## config.mk

```make
export PLATFORM = sky130hd
export DESIGN_NAME = ysyx_041461_if_ctrl
export DESIGN_NICKNAME = d
export VERILOG_FILES = /design/src/rtl/ysyx_041461_if_ctrl_pkg.sv /design/src/rtl/ysyx_041461_if_ctrl_redirect_arb.sv /design/src/rtl/ysyx_041461_if_ctrl.sv
export SDC_FILE = /design/constraint.sdc
export NUM_CORES = 1
export LEC_CHECK = 0
export CAP_MARGIN = 10
export CORE_AREA = 2 2 130 132
export DETAILED_ROUTE_END_ITERATION = 8
export DIE_AREA = 0 0 132 134
export PLACE_DENSITY = 0.59
export SYNTH_ARGS = -nofsm -noshare
export SYNTH_HDL_FRONTEND = slang
export SYNTH_SLANG_ARGS = --single-unit
```

## constraint.sdc

```tcl
create_clock -name clk -period 2.2 [get_ports clk]
set_input_delay 0.44 -clock clk [delete_from_list [all_inputs] [get_ports clk]]
set_output_delay 0.44 -clock clk [all_outputs]
set_load 0.02 [all_outputs]
```

## src/rtl/ysyx_041461_if_ctrl_pkg.sv

```systemverilog
// Shared encodings for the instruction-fetch controller: PC-register control
// codes and FSM state values.
package ysyx_041461_if_ctrl_pkg;

  // Write-back control into the PC register
  localparam logic [1:0] WB_NOP   = 2'b00;
  localparam logic [1:0] WB_MTVEC = 2'b01;
  localparam logic [1:0] WB_MEPC  = 2'b10;

  // Decode-stage control into the PC register
  localparam logic ID_NOP = 1'b0;
  localparam logic ID_PC  = 1'b1;

  typedef enum logic [2:0] {
    S_IDLE = 3'd0,
    S_REQ  = 3'd1,
    S_WAIT = 3'd2,
    S_HOLD = 3'd3,
    S_DROP = 3'd4
  } state_e;

endpackage

```

## src/rtl/ysyx_041461_if_ctrl_redirect_arb.sv

```systemverilog
// Redirect arbiter: wb_trap > wb_mret > id_redirect. Produces the PC-register
// control codes, the redirect strobe and the decode-stage flush.
module ysyx_041461_IF_redirect_arb
  import ysyx_041461_if_ctrl_pkg::*;
(
  input  logic       en,
  input  logic       wb_trap,
  input  logic       wb_mret,
  input  logic       id_redirect,
  output logic       redirect,
  output logic       flush_id,
  output logic [1:0] ctrl_from_wb,
  output logic       ctrl_from_id
);

  // Fixed-priority select; nothing is honoured while the fetcher is idle
  always_comb begin
    redirect     = 1'b0;
    flush_id     = 1'b0;
    ctrl_from_wb = WB_NOP;
    ctrl_from_id = ID_NOP;
    if (en) begin
      if (wb_trap) begin
        redirect     = 1'b1;
        flush_id     = 1'b1;
        ctrl_from_wb = WB_MTVEC;
      end else if (wb_mret) begin
        redirect     = 1'b1;
        flush_id     = 1'b1;
        ctrl_from_wb = WB_MEPC;
      end else if (id_redirect) begin
        redirect     = 1'b1;
        ctrl_from_id = ID_PC;
      end
    end
  end

endmodule

```

## src/rtl/ysyx_041461_if_ctrl.sv

```systemverilog
// Instruction-fetch controller: issues one imem request per instruction, holds
// the fetched word for decode, and steers the PC register on redirects.
// Optional performance counters are built when YSYX_041461_IF_PERF_EN is defined.
module ysyx_041461_if_ctrl
  import ysyx_041461_if_ctrl_pkg::*;
(
  input  logic        clk,
  input  logic        rst,
  input  logic        wb_trap,
  input  logic        wb_mret,
  input  logic        id_redirect,
  input  logic        id_ready,
  input  logic [63:0] pc,
  output logic        imem_req_valid,
  output logic [63:0] imem_req_addr,
  input  logic        imem_req_ready,
  input  logic        imem_resp_valid,
  input  logic [31:0] imem_resp_data,
  output logic        ifreg_enable,
  output logic        ifreg_ctrl_fromID,
  output logic [1:0]  ifreg_ctrl_fromWB,
  output logic        if_valid,
  output logic [31:0] if_inst,
  output logic        flush_id,
  output logic [63:0] perf_fetch_cnt,
  output logic [63:0] perf_redirect_cnt
);

  state_e      state_q, state_d;
  logic        if_valid_q, if_valid_d;
  logic [31:0] if_inst_q, if_inst_d;
  logic        redirect;

  ysyx_041461_IF_redirect_arb u_arb (
    .en           (state_q != S_IDLE),
    .wb_trap      (wb_trap),
    .wb_mret      (wb_mret),
    .id_redirect  (id_redirect),
    .redirect     (redirect),
    .flush_id     (flush_id),
    .ctrl_from_wb (ifreg_ctrl_fromWB),
    .ctrl_from_id (ifreg_ctrl_fromID)
  );

  // Next-state logic. A request that is not accepted while a redirect fires is
  // simply not counted as outstanding; REQ re-presents it at the new pc.
  // A redirect in DROP adds no new outstanding beat, so the pending beat still
  // releases DROP when it arrives.
  always_comb begin
    state_d    = state_q;
    if_valid_d = 1'b0;
    if_inst_d  = if_inst_q;
    case (state_q)
      S_IDLE: state_d = S_REQ;
      S_REQ: begin
        if (redirect)            state_d = imem_req_ready ? S_DROP : S_REQ;
        else if (imem_req_ready) state_d = S_WAIT;
      end
      S_WAIT: begin
        if (redirect) state_d = imem_resp_valid ? S_REQ : S_DROP;
        else if (imem_resp_valid) begin
          if_inst_d  = imem_resp_data;
          if_valid_d = 1'b1;
          state_d    = S_HOLD;
        end
      end
      S_HOLD: begin
        if (redirect || id_ready) state_d = S_REQ;
        else                      if_valid_d = 1'b1;
      end
      S_DROP: if (imem_resp_valid) state_d = S_REQ;
      default: state_d = S_IDLE;
    endcase
  end

  // FSM and fetched-instruction registers
  always_ff @(posedge clk or posedge rst) begin
    if (rst) begin
      state_q    <= S_IDLE;
      if_valid_q <= 1'b0;
      if_inst_q  <= 32'h0;
    end else begin
      state_q    <= state_d;
      if_valid_q <= if_valid_d;
      if_inst_q  <= if_inst_d;
    end
  end

  assign imem_req_valid = (state_q == S_REQ);
  assign imem_req_addr  = pc;
  assign ifreg_enable   = redirect | ((state_q == S_HOLD) & id_ready);
  assign if_valid       = if_valid_q;
  assign if_inst        = if_inst_q;

`ifdef YSYX_041461_IF_PERF_EN
  logic [63:0] fetch_cnt_q, fetch_cnt_d;
  logic [63:0] redir_cnt_q, redir_cnt_d;

  // Counters advance on decode handshakes and accepted redirects; wrap freely
  always_comb begin
    fetch_cnt_d = fetch_cnt_q + {63'h0, (state_q == S_HOLD) & id_ready};
    redir_cnt_d = redir_cnt_q + {63'h0, redirect};
  end

  // Counter registers
  always_ff @(posedge clk or posedge rst) begin
    if (rst) begin
      fetch_cnt_q <= 64'h0;
      redir_cnt_q <= 64'h0;
    end else begin
      fetch_cnt_q <= fetch_cnt_d;
      redir_cnt_q <= redir_cnt_d;
    end
  end

  assign perf_fetch_cnt    = fetch_cnt_q;
  assign perf_redirect_cnt = redir_cnt_q;
`else
  assign perf_fetch_cnt    = 64'h0;
  assign perf_redirect_cnt = 64'h0;
`endif

endmodule

```

==> flow_summary.json, run 1 <==
{
  "vias_per_cell": 2.89,
  "area_growth_pct": 9.65,
  "cpLargestDelayFamily": "buffers and inverters",
  "yosysUniqueCellTypes": 28,
  "timing.critical_path.buf_inv": 3,
  "dieArea_um2": 17700,
  "finalPower_uw": 2260,
  "drt-initial-drc-count": 18,
  "drive_above_1_share_pct": 16.5,
  "drcViolationCount": 0,
  "start_util_pct": 18.9,
  "r2r-end": "if_inst[7]$_DFFE_PP0P_",
  "nFillCells": 1805,
  "fin_nets": 431,
  "seqPwrFrac_pct": 33.7,
  "dp_hpwl_mm": 4.57,
  "coreArea_um2": 16300,
  "yosys_warnings": 0,
  "synth_seq_cells": 36,
  "synth_top_area_share_pct": 46.7,
  "rr_worst_depth": 4,
  "ctsHoldBuffers": 0,
  "skew_ps": 2.17,
  "slew_viol_final": 0,
  "synth_cells": 302,
  "placed_cells": 540,
  "wl_mm": 5.63,
  "dominantRegCellSynth": "dfrtp_1",
  "grt_max_degree": 33,
  "cts_max_path_buffers": 2,
  "gp_congestion": 0.771,
  "crit_path_max_fanout": 4,
  "io_pins": 335,
  "ant_nets": 0,
  "fp.dieW_um": 132,
  "swShare_pct": 32.4,
  "hold_path_class": "in2async",
  "ys_async_sr_fraction_pct": 100,
  "rsz0062_at_grt": "no",
  "synthTopCellsByCount": "buf_4 (192), dfrtp_1 (36), mux2_4 (30), nor2_1 (6)",
  "reg2reg_from": "state_q[2]$_DFFE_PP0P_",
  "internal-power_uw": 1520,
  "numCtsBuffers": 5,
  "grt_pass1_wl_mm": 7.98,
  "root_buffer": "clkbuf_16",
  "worst-endpoint-arrival_ps": 1640,
  "path_class": "in2out",
  "synthTopCellsByArea": "buf_4 (47%), dfrtp_1 (29%), mux2_4 (15%)",
  "ys_seq_area_share_pct": 29.2,
  "grt_pass1_vias": 1428,
  "grt_overflow_total": 0,
  "portBuffers": 78,
  "worstPathCellList": "clkdlybuf4s50_1 > buf_4 > nor2_1 > nand2_1 > nor2_1 > clkdlybuf4s15_1",
  "layout_setup_ws_ps": 117,
  "p_clk_share_pct": 34.2,
  "critPathRequiredTime_ps": 1760,
  "peakVddDrop_uv": 304,
  "clock_latency_ps": 270,
  "maxCapViolCount": 0,
  "dp_slack_ps": -389,
  "antenna_found_initial": 0,
  "cts_sinks": 36,
  "cp-start-kind": "input pin",
  "r2r_slack_ps": 700,
  "via_count": 1584,
  "h-tree-depth": 2,
  "n_antenna_cell": 0,
  "fin_cells": 548,
  "grt_usage_pct": 5.81,
  "p_switching_uw": 732,
  "multiInputGateArea_um2": 1180,
  "crit_path_end_kind": "primary output",
  "cts_tree": "done",
  "syn_area_per_cell_um2": 10.2,
  "post-synth-top-count-cell": "buf_4",
  "crit_path_max_incr_delay_ps": 410,
  "hold_ws_ps": 461,
  "synth.largest_area_cell": "buf_4",
  "powerDensity_nw_per_um2": 667,
  "setup_viol": 0,
  "fp-row-count": 47,
  "fin_crit_sh_pct": 94.7,
  "synth-edff-count": 0,
  "p_comb_share_pct": 32.1,
  "syn_area_um2": 3090,
  "outcome": "complete, no violations",
  "seq_area_um2": 901,
  "path_clk_slew_ps": 50,
  "hold_viol_final": 0,
  "cpMaxStageDelayCell": "clkdlybuf4s50_1",
  "firstDrtPassIters": 3,
  "critPathLaunch": "wb_trap",
  "post_drt_wl_per_cell_um": 10.3,
  "fmax_mhz": 480,
  "die_height_um": 134,
  "cpMostUsedCell": "nor2_1",
  "final_util_pct": 20.8,
  "fin_crit_ps": 2080,
  "power.leakage_uw": 0.00174
}
## sequential cells by signal, indices dropped and copies added, names as in the netlist
signal / cells
if_inst: 32
state_q: 3
if_valid: 1
## worst max path at each step
stage,endpoint,slack (ps),cells past startpoint
floorplan,ifreg_ctrl_fromWB[1],530,3
global route,ifreg_ctrl_fromID,2,6
CTS,ifreg_enable,30,5
global placement,ifreg_enable,-380,5
detailed placement,ifreg_enable,-390,5
finish,ifreg_ctrl_fromID,120,6
## cell families after synthesis
group,after synthesis,share of synthesized area [%]
simple gates,24,5.07
other cells,1,0.121
flops,36,29.2
compound gates,10,1.99
buf+inv,199,48.3
mux,32,15.3
## layout by cell type, fill, tap and decap left out, types with 2 or more instances in the layout
| cell | Yosys | layout |
|---|---|---|
| nand2_1 | 3 | 3 |
| mux2_4 | 30 | 30 |
| nor2b_1 | 3 | 3 |
| nor3_1 | 3 | 2 |
| buf_4 | 192 | 9 |
| o21ai_0 | 3 | 3 |
| dfrtp_1 | 36 | 36 |
| dlygate4sd2_1 | 0 | 4 |
| clkbuf_16 | 0 | 5 |
| conb_1 | 1 | 128 |
| mux2_2 | 2 | 2 |
| nor2_1 | 6 | 6 |
| clkdlybuf4s50_1 | 0 | 71 |
| inv_1 | 2 | 2 |
| a21oi_1 | 3 | 3 |
## cell type report
cell class / instances / share of cell area [%]
timing repair buffer: 88 / 25.4
sequential: 36 / 26.6
clock buffer: 6 / 3.81
inverter: 2 / 0.222
multi-input combinational: 194 / 34.8
clock inverter: 2 / 1.04
tap: 220 / 8.13
## routing by layer
layer	vias to the layer above	track usage, %	routed length, um
met5	-	0	0
met4	0	4.41	295
met3	26	3.48	875
met2	148	8.22	2380
met1	718	6.33	2080
li1	692	-	-
## through the flow
step                setup TNS, ps  instance area (um^2)
CTS                             0                  3390
floorplan                       0                  3560
global placement             -932                  3220
global route                    0                  3380
finish                          0                  3380
detailed placement           -872                  3220
## power by group through the flow
stage	Clock [uW]	Combinational, uW	Sequential [uW]
6_report	771	724	761
5_1_grt	823	776	769
4_1_cts	799	739	760
3_5_place_dp	0	750	768
3_3_place_gp	0	750	768
2_1_floorplan	0	779	788
## repair_timing
| action | 4_1_cts | 5_1_grt |
|---|---|---|
| setup buffers | 0 | 0 |
| endpoints found under the hold margin | 0 | 0 |
| setup endpoints to repair | 5 | 3 |
| pin swaps | 0 | 0 |
| gates resized for setup | 9 | 3 |
Power figures use the tool's default switching activity.
==> run 2, diff against run 1 <==
ABC_CLOCK_PERIOD_IN_PS = 2200   (was not set)
==> results of run 2 <==
No change in the layout: final DEF, timing and power equal those of run 1.
